$ cat config.mk
export PLATFORM = sky130hd
export DESIGN_NAME = vx_wctl_accum_unit
export DESIGN_NICKNAME = d
export VERILOG_FILES = /design/src/rtl/vx_wctl_accum_unit.sv
export SDC_FILE = /design/constraint.sdc
export NUM_CORES = 1
export LEC_CHECK = 0
export CORE_MARGIN = 1
export CORE_UTILIZATION = 40
export CTS_CLUSTER_SIZE = 8
export DETAILED_ROUTE_END_ITERATION = 16
export PLACE_DENSITY = 0.8
export SLEW_MARGIN = 20
export SYNTH_ARGS = -nofsm -noshare
export SYNTH_HDL_FRONTEND = slang
export SYNTH_SLANG_ARGS = --single-unit
$ cat constraint.sdc
create_clock -name clk -period 5.5 [get_ports clk]
set_input_delay 1.1 -clock clk [delete_from_list [all_inputs] [get_ports clk]]
set_output_delay 1.1 -clock clk [all_outputs]
set_load 0.005 [all_outputs]
$ cat src/rtl/vx_wctl_accum_unit.sv
// -----------------------------------------------------------------------------
// vx_wctl_accum_unit
//
// Warp-control accumulator. Warp-control instructions arrive as a sequence of
// NUM_LANES-wide packets (sop .. eop) covering a full NUM_THREADS-wide warp.
// Per warp, the unit assembles then/else thread masks from the lane predicates
// and, on the eop packet, emits one registered warp-control record (TMC, PRED,
// SPLIT, JOIN, BAR, WSPAWN). Every accepted packet also pushes {wid, eop} into
// a small response FIFO.
//
// Ports
//   clk, reset          clock, asynchronous active-low reset
//   in_valid/in_ready   packet handshake (in_ready = FIFO not full || rsp_ready)
//   in_wid, in_op       warp id, op (0 TMC 1 PRED 2 SPLIT 3 JOIN 4 BAR 5 WSPAWN)
//   in_neg              predicate invert
//   in_tmask, in_pid    lane mask, packet index inside the warp
//   in_sop, in_eop      packet framing
//   in_pc               pc of the instruction
//   in_rs1, in_rs2      operands, lane i at [i*XLEN +: XLEN]
//   ctl_*               warp-control record, valid for one cycle after eop
//   rsp_valid/rsp_ready response FIFO output handshake
//   rsp_wid, rsp_eop    response FIFO head
//   err_seq             sticky sop/eop sequencing error
//
// Configuration macro
//   VX_WCTL_GBAR_EN     when defined, BAR passes rs1[XLEN-1] (global barrier
//                       flag) through ctl_arg; otherwise that bit is zero.
// -----------------------------------------------------------------------------
module vx_wctl_accum_unit #(
    parameter int NUM_LANES   = 4,
    parameter int NUM_THREADS = 8,
    parameter int NUM_WARPS   = 4,
    parameter int XLEN        = 32,
    parameter int PC_BITS     = 30,
    parameter int RSP_DEPTH   = 2,
    localparam int WID_W      = (NUM_WARPS > 1) ? $clog2(NUM_WARPS) : 1,
    localparam int PID_W      = (NUM_THREADS / NUM_LANES > 1) ? $clog2(NUM_THREADS / NUM_LANES) : 1
) (
    input  logic                      clk,
    input  logic                      reset,

    input  logic                      in_valid,
    output logic                      in_ready,
    input  logic [WID_W-1:0]          in_wid,
    input  logic [2:0]                in_op,
    input  logic                      in_neg,
    input  logic [NUM_LANES-1:0]      in_tmask,
    input  logic [PID_W-1:0]          in_pid,
    input  logic                      in_sop,
    input  logic                      in_eop,
    input  logic [PC_BITS-1:0]        in_pc,
    input  logic [NUM_LANES*XLEN-1:0] in_rs1,
    input  logic [NUM_LANES*XLEN-1:0] in_rs2,

    output logic                      ctl_valid,
    output logic [WID_W-1:0]          ctl_wid,
    output logic [2:0]                ctl_op,
    output logic [NUM_THREADS-1:0]    ctl_tmask,
    output logic [NUM_THREADS-1:0]    ctl_else_tmask,
    output logic                      ctl_is_dvg,
    output logic [PC_BITS-1:0]        ctl_next_pc,
    output logic [XLEN-1:0]           ctl_arg,

    output logic                      rsp_valid,
    input  logic                      rsp_ready,
    output logic [WID_W-1:0]          rsp_wid,
    output logic                      rsp_eop,
    output logic                      err_seq
);

    localparam int NT     = NUM_THREADS;
    localparam int LANE_W = (NUM_LANES > 1) ? $clog2(NUM_LANES) : 1;
    localparam int PTR_W  = (RSP_DEPTH > 1) ? $clog2(RSP_DEPTH) : 1;
    localparam int CNT_W  = $clog2(RSP_DEPTH + 1);

    localparam logic [2:0] OP_TMC    = 3'd0;
    localparam logic [2:0] OP_PRED   = 3'd1;
    localparam logic [2:0] OP_SPLIT  = 3'd2;
    localparam logic [2:0] OP_JOIN   = 3'd3;
    localparam logic [2:0] OP_BAR    = 3'd4;
    localparam logic [2:0] OP_WSPAWN = 3'd5;

    typedef enum logic {
        W_IDLE  = 1'b0,
        W_ACCUM = 1'b1
    } wstate_e;

    function automatic int unsigned popcnt(input logic [NT-1:0] v);
        int unsigned n;
        n = 0;
        for (int unsigned i = 0; i < NT; i++) begin
            n += int'(v[i]);
        end
        return n;
    endfunction

    // ------------------------------------------------------------------
    // Handshake / FIFO status
    // ------------------------------------------------------------------
    logic [WID_W:0]     fifo_mem [RSP_DEPTH];
    logic [PTR_W-1:0]   wr_ptr, rd_ptr;
    logic [CNT_W-1:0]   count;
    logic               full, fire, pop;

    assign full      = (count == CNT_W'(RSP_DEPTH));
    assign rsp_valid = (count != '0);
    // A full FIFO still accepts when the head drains in the same cycle.
    assign in_ready  = !full || rsp_ready;
    assign fire      = in_valid && in_ready;
    assign pop       = rsp_valid && rsp_ready;
    assign rsp_wid   = fifo_mem[rd_ptr][WID_W:1];
    assign rsp_eop   = fifo_mem[rd_ptr][0];

    function automatic logic [PTR_W-1:0] ptr_inc(input logic [PTR_W-1:0] p);
        return (p == PTR_W'(RSP_DEPTH - 1)) ? '0 : p + 1'b1;
    endfunction

    always_ff @(posedge clk or negedge reset) begin
        if (!reset) begin
            wr_ptr <= '0;
            rd_ptr <= '0;
            count  <= '0;
            for (int unsigned i = 0; i < RSP_DEPTH; i++) begin
                fifo_mem[i] <= '0;
            end
        end else begin
            if (fire) begin
                fifo_mem[wr_ptr] <= {in_wid, in_eop};
                wr_ptr           <= ptr_inc(wr_ptr);
            end
            if (pop) begin
                rd_ptr <= ptr_inc(rd_ptr);
            end
            if (fire && !pop) begin
                count <= count + 1'b1;
            end else if (!fire && pop) begin
                count <= count - 1'b1;
            end
        end
    end

    // ------------------------------------------------------------------
    // Per-warp sequencing state and mask accumulation
    // ------------------------------------------------------------------
    wstate_e           state_q [NUM_WARPS];
    logic [NT-1:0]     then_q  [NUM_WARPS];
    logic [NT-1:0]     else_q  [NUM_WARPS];

    wstate_e           cur_state, state_n;
    logic              seq_err, eff_sop;
    logic [NUM_LANES-1:0] taken, then_slice, else_slice;
    logic [NT-1:0]     then_new, else_new;

    always_comb begin
        cur_state = state_q[in_wid];
        seq_err   = in_sop ? (cur_state == W_ACCUM) : (cur_state == W_IDLE);
        // A mis-sequenced packet restarts the warp as a fresh sop.
        eff_sop   = in_sop || seq_err;
        state_n   = in_eop ? W_IDLE : W_ACCUM;

        taken = '0;
        for (int unsigned i = 0; i < NUM_LANES; i++) begin
            taken[i] = in_rs1[i*XLEN] ^ in_neg;
        end
        then_slice = taken & in_tmask;
        else_slice = ~taken & in_tmask;

        then_new = (eff_sop ? '0 : then_q[in_wid]) | (NT'(then_slice) << (in_pid * NUM_LANES));
        else_new = (eff_sop ? '0 : else_q[in_wid]) | (NT'(else_slice) << (in_pid * NUM_LANES));
    end

    always_ff @(posedge clk or negedge reset) begin
        if (!reset) begin
            for (int unsigned w = 0; w < NUM_WARPS; w++) begin
                state_q[w] <= W_IDLE;
                then_q[w]  <= '0;
                else_q[w]  <= '0;
            end
            err_seq <= 1'b0;
        end else if (fire) begin
            state_q[in_wid] <= state_n;
            then_q[in_wid]  <= then_new;
            else_q[in_wid]  <= else_new;
            if (seq_err) begin
                err_seq <= 1'b1;
            end
        end
    end

    // ------------------------------------------------------------------
    // Last-lane operand selection and control record decode
    // ------------------------------------------------------------------
    logic [LANE_W-1:0] last_lane;
    logic [XLEN-1:0]   rs1_last, rs2_last;
    logic              unused_rs2;

    always_comb begin
        last_lane = '0;
        for (int unsigned i = 0; i < NUM_LANES; i++) begin
            if (in_tmask[i]) begin
                last_lane = LANE_W'(i);
            end
        end
        rs1_last = in_rs1[last_lane*XLEN +: XLEN];
        rs2_last = in_rs2[last_lane*XLEN +: XLEN];
    end

    assign unused_rs2 = ^rs2_last;

    logic [NT-1:0]      n_tmask, n_else;
    logic               n_dvg;
    logic [PC_BITS-1:0] n_pc;
    logic [XLEN-1:0]    n_arg;

    always_comb begin
        n_tmask = '0;
        n_else  = '0;
        n_dvg   = 1'b0;
        n_pc    = '0;
        n_arg   = '0;
        case (in_op)
            OP_TMC: begin
                n_tmask = NT'(rs1_last);
            end
            OP_PRED: begin
                n_tmask = (then_new != '0) ? then_new : NT'(rs2_last);
            end
            OP_SPLIT: begin
                n_dvg = (then_new != '0) && (else_new != '0);
                if (popcnt(then_new) >= popcnt(else_new)) begin
                    n_tmask = then_new;
                    n_else  = else_new;
                end else begin
                    n_tmask = else_new;
                    n_else  = then_new;
                end
                n_pc = in_pc + PC_BITS'(2);
            end
            OP_JOIN: begin
                n_arg = rs1_last;
            end
            OP_BAR: begin
`ifdef VX_WCTL_GBAR_EN
                n_arg = rs1_last;
`else
                n_arg = {1'b0, rs1_last[XLEN-2:0]};
`endif
            end
            OP_WSPAWN: begin
                for (int unsigned w = 0; w < NUM_WARPS; w++) begin
                    n_tmask[w] = (XLEN'(w) < rs1_last) && (WID_W'(w) != in_wid);
                end
                n_pc = rs2_last[PC_BITS:1];
            end
            default: ;
        endcase
    end

    // Record registers are zero whenever no record is being presented.
    always_ff @(posedge clk or negedge reset) begin
        if (!reset) begin
            ctl_valid      <= 1'b0;
            ctl_wid        <= '0;
            ctl_op         <= '0;
            ctl_tmask      <= '0;
            ctl_else_tmask <= '0;
            ctl_is_dvg     <= 1'b0;
            ctl_next_pc    <= '0;
            ctl_arg        <= '0;
        end else if (fire && in_eop) begin
            ctl_valid      <= 1'b1;
            ctl_wid        <= in_wid;
            ctl_op         <= in_op;
            ctl_tmask      <= n_tmask;
            ctl_else_tmask <= n_else;
            ctl_is_dvg     <= n_dvg;
            ctl_next_pc    <= n_pc;
            ctl_arg        <= n_arg;
        end else begin
            ctl_valid      <= 1'b0;
            ctl_wid        <= '0;
            ctl_op         <= '0;
            ctl_tmask      <= '0;
            ctl_else_tmask <= '0;
            ctl_is_dvg     <= 1'b0;
            ctl_next_pc    <= '0;
            ctl_arg        <= '0;
        end
    end

endmodule

# Word-level counts from Yosys, hierarchy flattened
# Index checks and enable logic that the tools add are counted.
# W data, S select, Z words.
[totals] ff_bits=164 in_bits=303 word_cells=155
[op_classes] addsub=19 magnitude_cmp=10 eq_ne=9 n_shift=4 n_mux=50 bitwise_logic=13 n_reduce_logical=24
[op_table] op="$shiftx A128 B8 Y31" n=1
[op_table] op="$shiftx A128 B8 Y32" n=1
[op_table] op="$mux W8" n=13
[op_table] op="$bwmux W32" n=2
[op_table] op="$lt A1 B32 Y1 const A" n=2
[op_table] op="$lt A2 B32 Y1 const A" n=2
[op_table] op="$pmux W32 S2" n=1
[op_table] op="$pmux W30 S2" n=1
[op_table] op="$bmux W8 S2" n=2
[op_table] op="$mux W32" n=1
[op_table] op="$add A30 B2 Y30 const B" n=1
[op_table] op="$mux W30" n=1
[op_table] op="$add A7 B1 Y8" n=2
[op_table] op="$demux W8 S2" n=1
[op_table] op="$or A8 B8 Y8" n=2
[op_table] op="$pmux W4 S4" n=1
[op_table] op="$reduce_bool A8 Y1" n=2
[op_table] op="$shl A4 B3 Y8" n=2
[op_table] op="$mux W3" n=5
[op_table] op="$add A6 B1 Y7" n=2
[op_table] op="$add A5 B1 Y6" n=2
[op_table] op="$logic_and A1 B1 Y1" n=12
[op_table] op="$pmux W4 S3" n=1
[op_table] op="$mux W1" n=11
[op_table] op="other kinds (35)" n=58

# Depth between registers and ports, before layout
[depth] word_depth=20 depth_mapped=26 ltp_nobuf=22

# Least setup slack after synthesis
# No wires, ideal clock.
[synth_path] kind="input-to-reg" from="input port in_wid[0]" to="register ctl_tmask[2]" arrival_time_ns=6.984 setup_slack_ns=-1.612 cell_stages=24 cell_sequence="buf_6 buf_2 buf_2 mux4_2 ha_1 clkbuf_1 a22oi_1 fa_1 inv_1 fa_1 inv_1 fa_1 inv_1 ha_1 inv_1 fa_1 inv_1 ha_1 a2111oi_0 nor3_1 clkbuf_1 a21oi_1 a221oi_1 o21ai_1"
[synth_via] elab_chain_cells=20
[synth_rtl] item="start: declaration" line="44" rtl="input logic [WID_W-1:0] in_wid,"
[synth_rtl] item="$not A2 Y3 (not written as such)" line="155, 168, 169"
[synth_rtl] item="$bmux W1 S2" line="155" rtl="cur_state = state_q[in_wid];"
[synth_rtl] item="$mux W1 (not written as such) (2 in a row)" line="155"
[synth_rtl] item="$not A1 Y1" line="156" rtl="seq_err = in_sop ? (cur_state == W_ACCUM) : (cur_state == W_IDLE);"
[synth_rtl] item="$mux W1" line="156"
[synth_rtl] item="$logic_or A1 B1 Y1" line="158" rtl="eff_sop = in_sop || seq_err;"
[synth_rtl] item="$mux W8 (on tied branches)" line="168, 169"
[synth_rtl] item="$or A8 B8 Y8 (on tied branches)" line="168, 169"
[synth_rtl] item="[... 3 more ...]"
[synth_rtl] item="$add A4 B1 Y5" line="92" rtl="n += int'(v[i]);"
[synth_rtl] item="$add A5 B1 Y6" line="92"
[synth_rtl] item="$add A6 B1 Y7" line="92"
[synth_rtl] item="$add A7 B1 Y8" line="92"
[synth_rtl] item="$ge A8 B8 Y1" line="230" rtl="if (popcnt(then_new) >= popcnt(else_new)) begin"
[synth_rtl] item="$mux W8" line="230"
[synth_rtl] item="$pmux W4 S4 (*)" line="221" rtl="case (in_op)"
[synth_rtl] item="$mux W8 (*)" line="270" rtl="end else if (fire && in_eop) begin"
[synth_rtl] item="end signal: assignment" line="274" rtl="ctl_tmask <= n_tmask;"
[synth_rtl] item="end: declaration" line="58" rtl="output logic [NUM_THREADS-1:0] ctl_tmask,"
# Every way passes the cells marked *; elsewhere a longest branch is shown, timed or not. The select of a mux whose other input is x is not followed.
# A chain may end at the register's enable or synchronous reset.

# Worst setup path after layout
[layout_path] from="input port in_wid[0]" to="register ctl_tmask[0]"
# The elaborated chain is that of the path after synthesis.

==> results.rst <==
.. list-table::
   :header-rows: 1

   * - Metric
     - Value
   * - Post-synthesis area per instance
     - between 9 and 10 sq um
   * - Global-route wire length before repair
     - roughly 60 mm
   * - Slew @ Worst Pin
     - 1.037 ns
   * - Dominant cell type by area after synthesis
     - dfrtp_1
   * - Yosys reg bits
     - between 150 and 200
   * - Worst path required time
     - about 5.8 ns
   * - CP endpoint kind
     - register
   * - EDFF count, synth
     - 0
   * - Most area-consuming cells after synthesis
     - dfrtp_1 (42%), mux2i_1 (7.2%), nand2_1 (5.1%)
   * - Final worst-path cycle share
     - 103.2%
   * - Cts bufs inserted
     - 17
   * - CP startpoint kind
     - input pin
   * - Share of cells above drive strength 1
     - 13.40%
   * - Power density over the cells
     - approximately 280 mW/mm^2
   * - Net Sw Frac
     - approximately 34%
   * - Count of final max-slew check failures
     - 0
   * - Overall via count from detail_route
     - 10208
   * - Violations in the final reports
     - setup timing
   * - Starting density of the core
     - between 40% and 50%
   * - Cell count after synthesis
     - between 1000 and 1500
   * - Final setup viols
     - 16
   * - Comb pwr share
     - 38.9%
   * - Drt pass-1 iters
     - 5
   * - Most frequently used cell type in the post-synthesis netlist
     - dfrtp_1
   * - Post-detailed-route via-to-cell ratio
     - about 5.6
   * - Global Route Usage Sum
     - 33.01%
   * - Num Clock Sinks
     - ~160
   * - # H-tree levels
     - 4
   * - Yosys synthesis warning count
     - 0
   * - Die H
     - roughly 160 microns
   * - Net total in the final layout
     - approximately 1800
   * - Max clock buf depth
     - 2
   * - Vias in the first global route
     - 9968
   * - Final Hold Vio Count
     - 0
   * - Max FO, Critical Path
     - 4
   * - Switching pwr
     - ~1.5 mW
   * - Residual DRC count
     - 0
   * - Area of the mapped netlist
     - just under 0.01 sq mm
   * - Post-CTS clock slew at the launch and capture registers of the worst setup and hold paths
     - 0.07 ns
   * - Port-buffer cells
     - around 390
   * - Flip-flop and latch area
     - 0.004104 sq mm
   * - Count of pins on the block boundary
     - 394
   * - Number of filler instances in the final layout
     - between 1500 and 2000
   * - Critical setup path kind
     - in2reg
   * - Proportion of power drawn by flip-flops and latches
     - between 30% and 40%
   * - Final antenna-violating net count
     - 0
   * - Internal power summed over all cells
     - ~2.9 mW
   * - Footprint of the multi-input gates
     - ~0.0056 sq mm
   * - Slew Limit Headroom
     - 30.68%
   * - Status
     - finished, violations left
   * - Number of antenna violations at the first check in global routing
     - 7
   * - Clock network fraction of design power
     - between 20% and 30%
   * - Most used flip-flop cell after synthesis
     - dfrtp_1
   * - Post-route setup slack
     - -0.1754 ns
   * - Overall die area
     - approximately 0.025 sq mm
   * - Nets in the synthesized netlist
     - 1400
   * - Most used standard cells in the synthesized netlist
     - dfrtp_1 (164), nand2_1 (132), nor2_1 (130), a21oi_1 (93), mux2i_1 (70)
   * - Highest clock rate
     - about 0.18 GHz
   * - Netlist cell types
     - 69
   * - Mean routed wirelength per cell
     - about 23 microns
   * - Setup repair after global routing missed its margin
     - true
   * - Post-synth ARST share
     - between 90% and 100%
   * - Hold bufs inserted after CTS
     - 0
   * - Pin count of the biggest net entering global routing
     - 75
   * - Iteration-0 DRC count of the detailed router
     - slightly above 800
   * - Layout Skew
     - 0.01416 ns
   * - Number of maximum-capacitance constraint violations
     - 0
   * - Top cell type's share of synthesized area
     - between 40% and 50%
   * - Worst Path Arrival
     - between 5 and 6 ns
   * - Floorplan row count
     - 56
   * - X dimension of the die
     - 158.5 microns
   * - Min Tclk post-route
     - approximately 5.7 ns
   * - Syn-to-layout area delta
     - 56.52%
   * - Proportion of synthesized chip area in sequential cells
     - 41.90%
   * - Non-Filler Cell Area, Final
     - approximately 0.015 sq mm
   * - Post-detailed-placement half-perimeter wirelength
     - about 32 mm
   * - Total congestion overflow after global routing
     - 0
   * - Largest voltage drop on the vdd net
     - just under 200 uV
   * - Routability congestion estimate from global placement
     - 0.9424
   * - Clock tree from TritonCTS
     - yes
   * - Placement-stage cell area
     - around 0.014 sq mm
   * - Worst min path class
     - reg2reg
   * - Core region area
     - around 0.024 sq mm
   * - Static power due to leakage
     - about 6.5 nW
   * - Worst hold slack
     - 0.4841 ns
   * - Clock tree root buffer cell
     - clkbuf_16
   * - Routed wire length
     - between 40 and 50 mm
   * - Later-pin clock latency in the skew report
     - 0.44 ns
-- final timing paths --
path	from	endpoint	slack [ns]	cells past startpoint
min in group asynchronous	reset	ctl_next_pc[0]	0.68	1
min reg2reg	else_q[25]	else_q[25]	0.48	2
max in group asynchronous	reset	ctl_next_pc[21]	3.67	2
max	in_wid[0]	ctl_tmask[0]	-0.18	23
min	else_q[25]	else_q[25]	0.48	2
max reg2reg	state_q[0]	ctl_tmask[0]	0.19	22
-- stage by stage --
step	worst slack (ns)	TNS, ns	std cells	utilization, %	power, mW
after detailed placement	-1.232	-17.66	1773	60.36	2.879
after global routing	-0.3992	-4.955	1821	64.51	4.565
after floorplan	-0.7789	-10.61	1074	-	2.224
final	-0.1754	-1.930	1825	64.55	4.359
after global placement	-1.062	-15.08	1773	60.34	2.826
after CTS	-0.2232	-2.416	1817	64.01	4.275
-- area by class of cell --
cell class | count | area share, %
Antenna cell | 6 | 0.09793
Timing Repair Buffer | 465 | 29.47
Clock inverter | 14 | 1.028
Tap cell | 319 | 2.603
Sequential cell | 164 | 26.77
Multi-Input combinational cell | 809 | 36.44
Clock buffer | 18 | 2.864
Inverter | 30 | 0.7345
-- power groups by stage --
stage	registers, mW	logic, mW	clock network, mW
5_1_grt	1.47	1.82	1.28
3_5_place_dp	1.47	1.41	0
2_1_floorplan	1.44	0.780	0
3_3_place_gp	1.46	1.36	0
6_report	1.45	1.70	1.21
4_1_cts	1.45	1.60	1.22
-- logic make-up after synthesis --
family,after synthesis,share of synthesized area [%]
adders and majority gates,23,3.551
and+or+nand+nor,355,16.18
muxes,109,13.25
AOI/OAI and AO/OA,280,17.17
buffers and inverters,102,4.292
xor gates and xnor gates,41,3.666
DFF,164,41.90
-- layer usage --
layer | wire length (microns) | GRT usage, % | up-vias
li1 | - | - | 4658
met1 | 16290 | 41.06 | 4792
met2 | 19150 | 51.00 | 651
met3 | 5020 | 12.49 | 103
met4 | 1617 | 14.38 | 4
met5 | 21 | 0 | -
-- critical path, cell delays in order --
cell	delay [ns]
buf_8	0.07
mux4_2	0.55
ha_4	0.22
buf_6	0.12
a22oi_2	0.25
fa_1	0.45
inv_1	0.09
fa_1	0.43
inv_2	0.07
fa_1	0.38
inv_1	0.06
ha_2	0.18
inv_2	0.04
fa_1	0.49
inv_2	0.05
ha_4	0.23
a2111oi_4	0.27
buf_4	0.19
buf_12	0.10
nor3_4	0.05
a32o_2	0.26
a221oi_2	0.23
a21oi_1	0.09
-- sequential cells by signal (all words and copies together) (netlist names), 2 cells and up --
register	count
ctl_arg	32
else_q	32
then_q	32
ctl_next_pc	30
ctl_else_tmask	8
ctl_tmask	8
fifo_mem	6
state_q	4
ctl_op	3
count	2
ctl_wid	2
-- cells in the final DEF, fill, tap and decap left out, types with 9 or more instances in the layout --
master           count
xor2_1              21
clkbuf_16           17
nor2_1             127
o22ai_1             36
buf_4               68
mux4_2              14
dfrtp_1            164
nand4_1             10
mux2i_1             70
nand3_1             13
ha_1                10
inv_2               12
nand2_1            130
xnor2_1             15
clkdlybuf4s50_1    381
buf_6               10
o21ai_1             29
o21ai_0             65
mux2_1              14
inv_1               18
nor4_1               9
a21oi_1             88
-- what timing repair did --
action,CTS,global route
endpoints found under the setup margin,16,16
gates resized for setup,46,20
buffers inserted,14,6
gates cloned,1,0
pin swaps,26,16
Note: power is estimated with default switching activity, not from simulation.
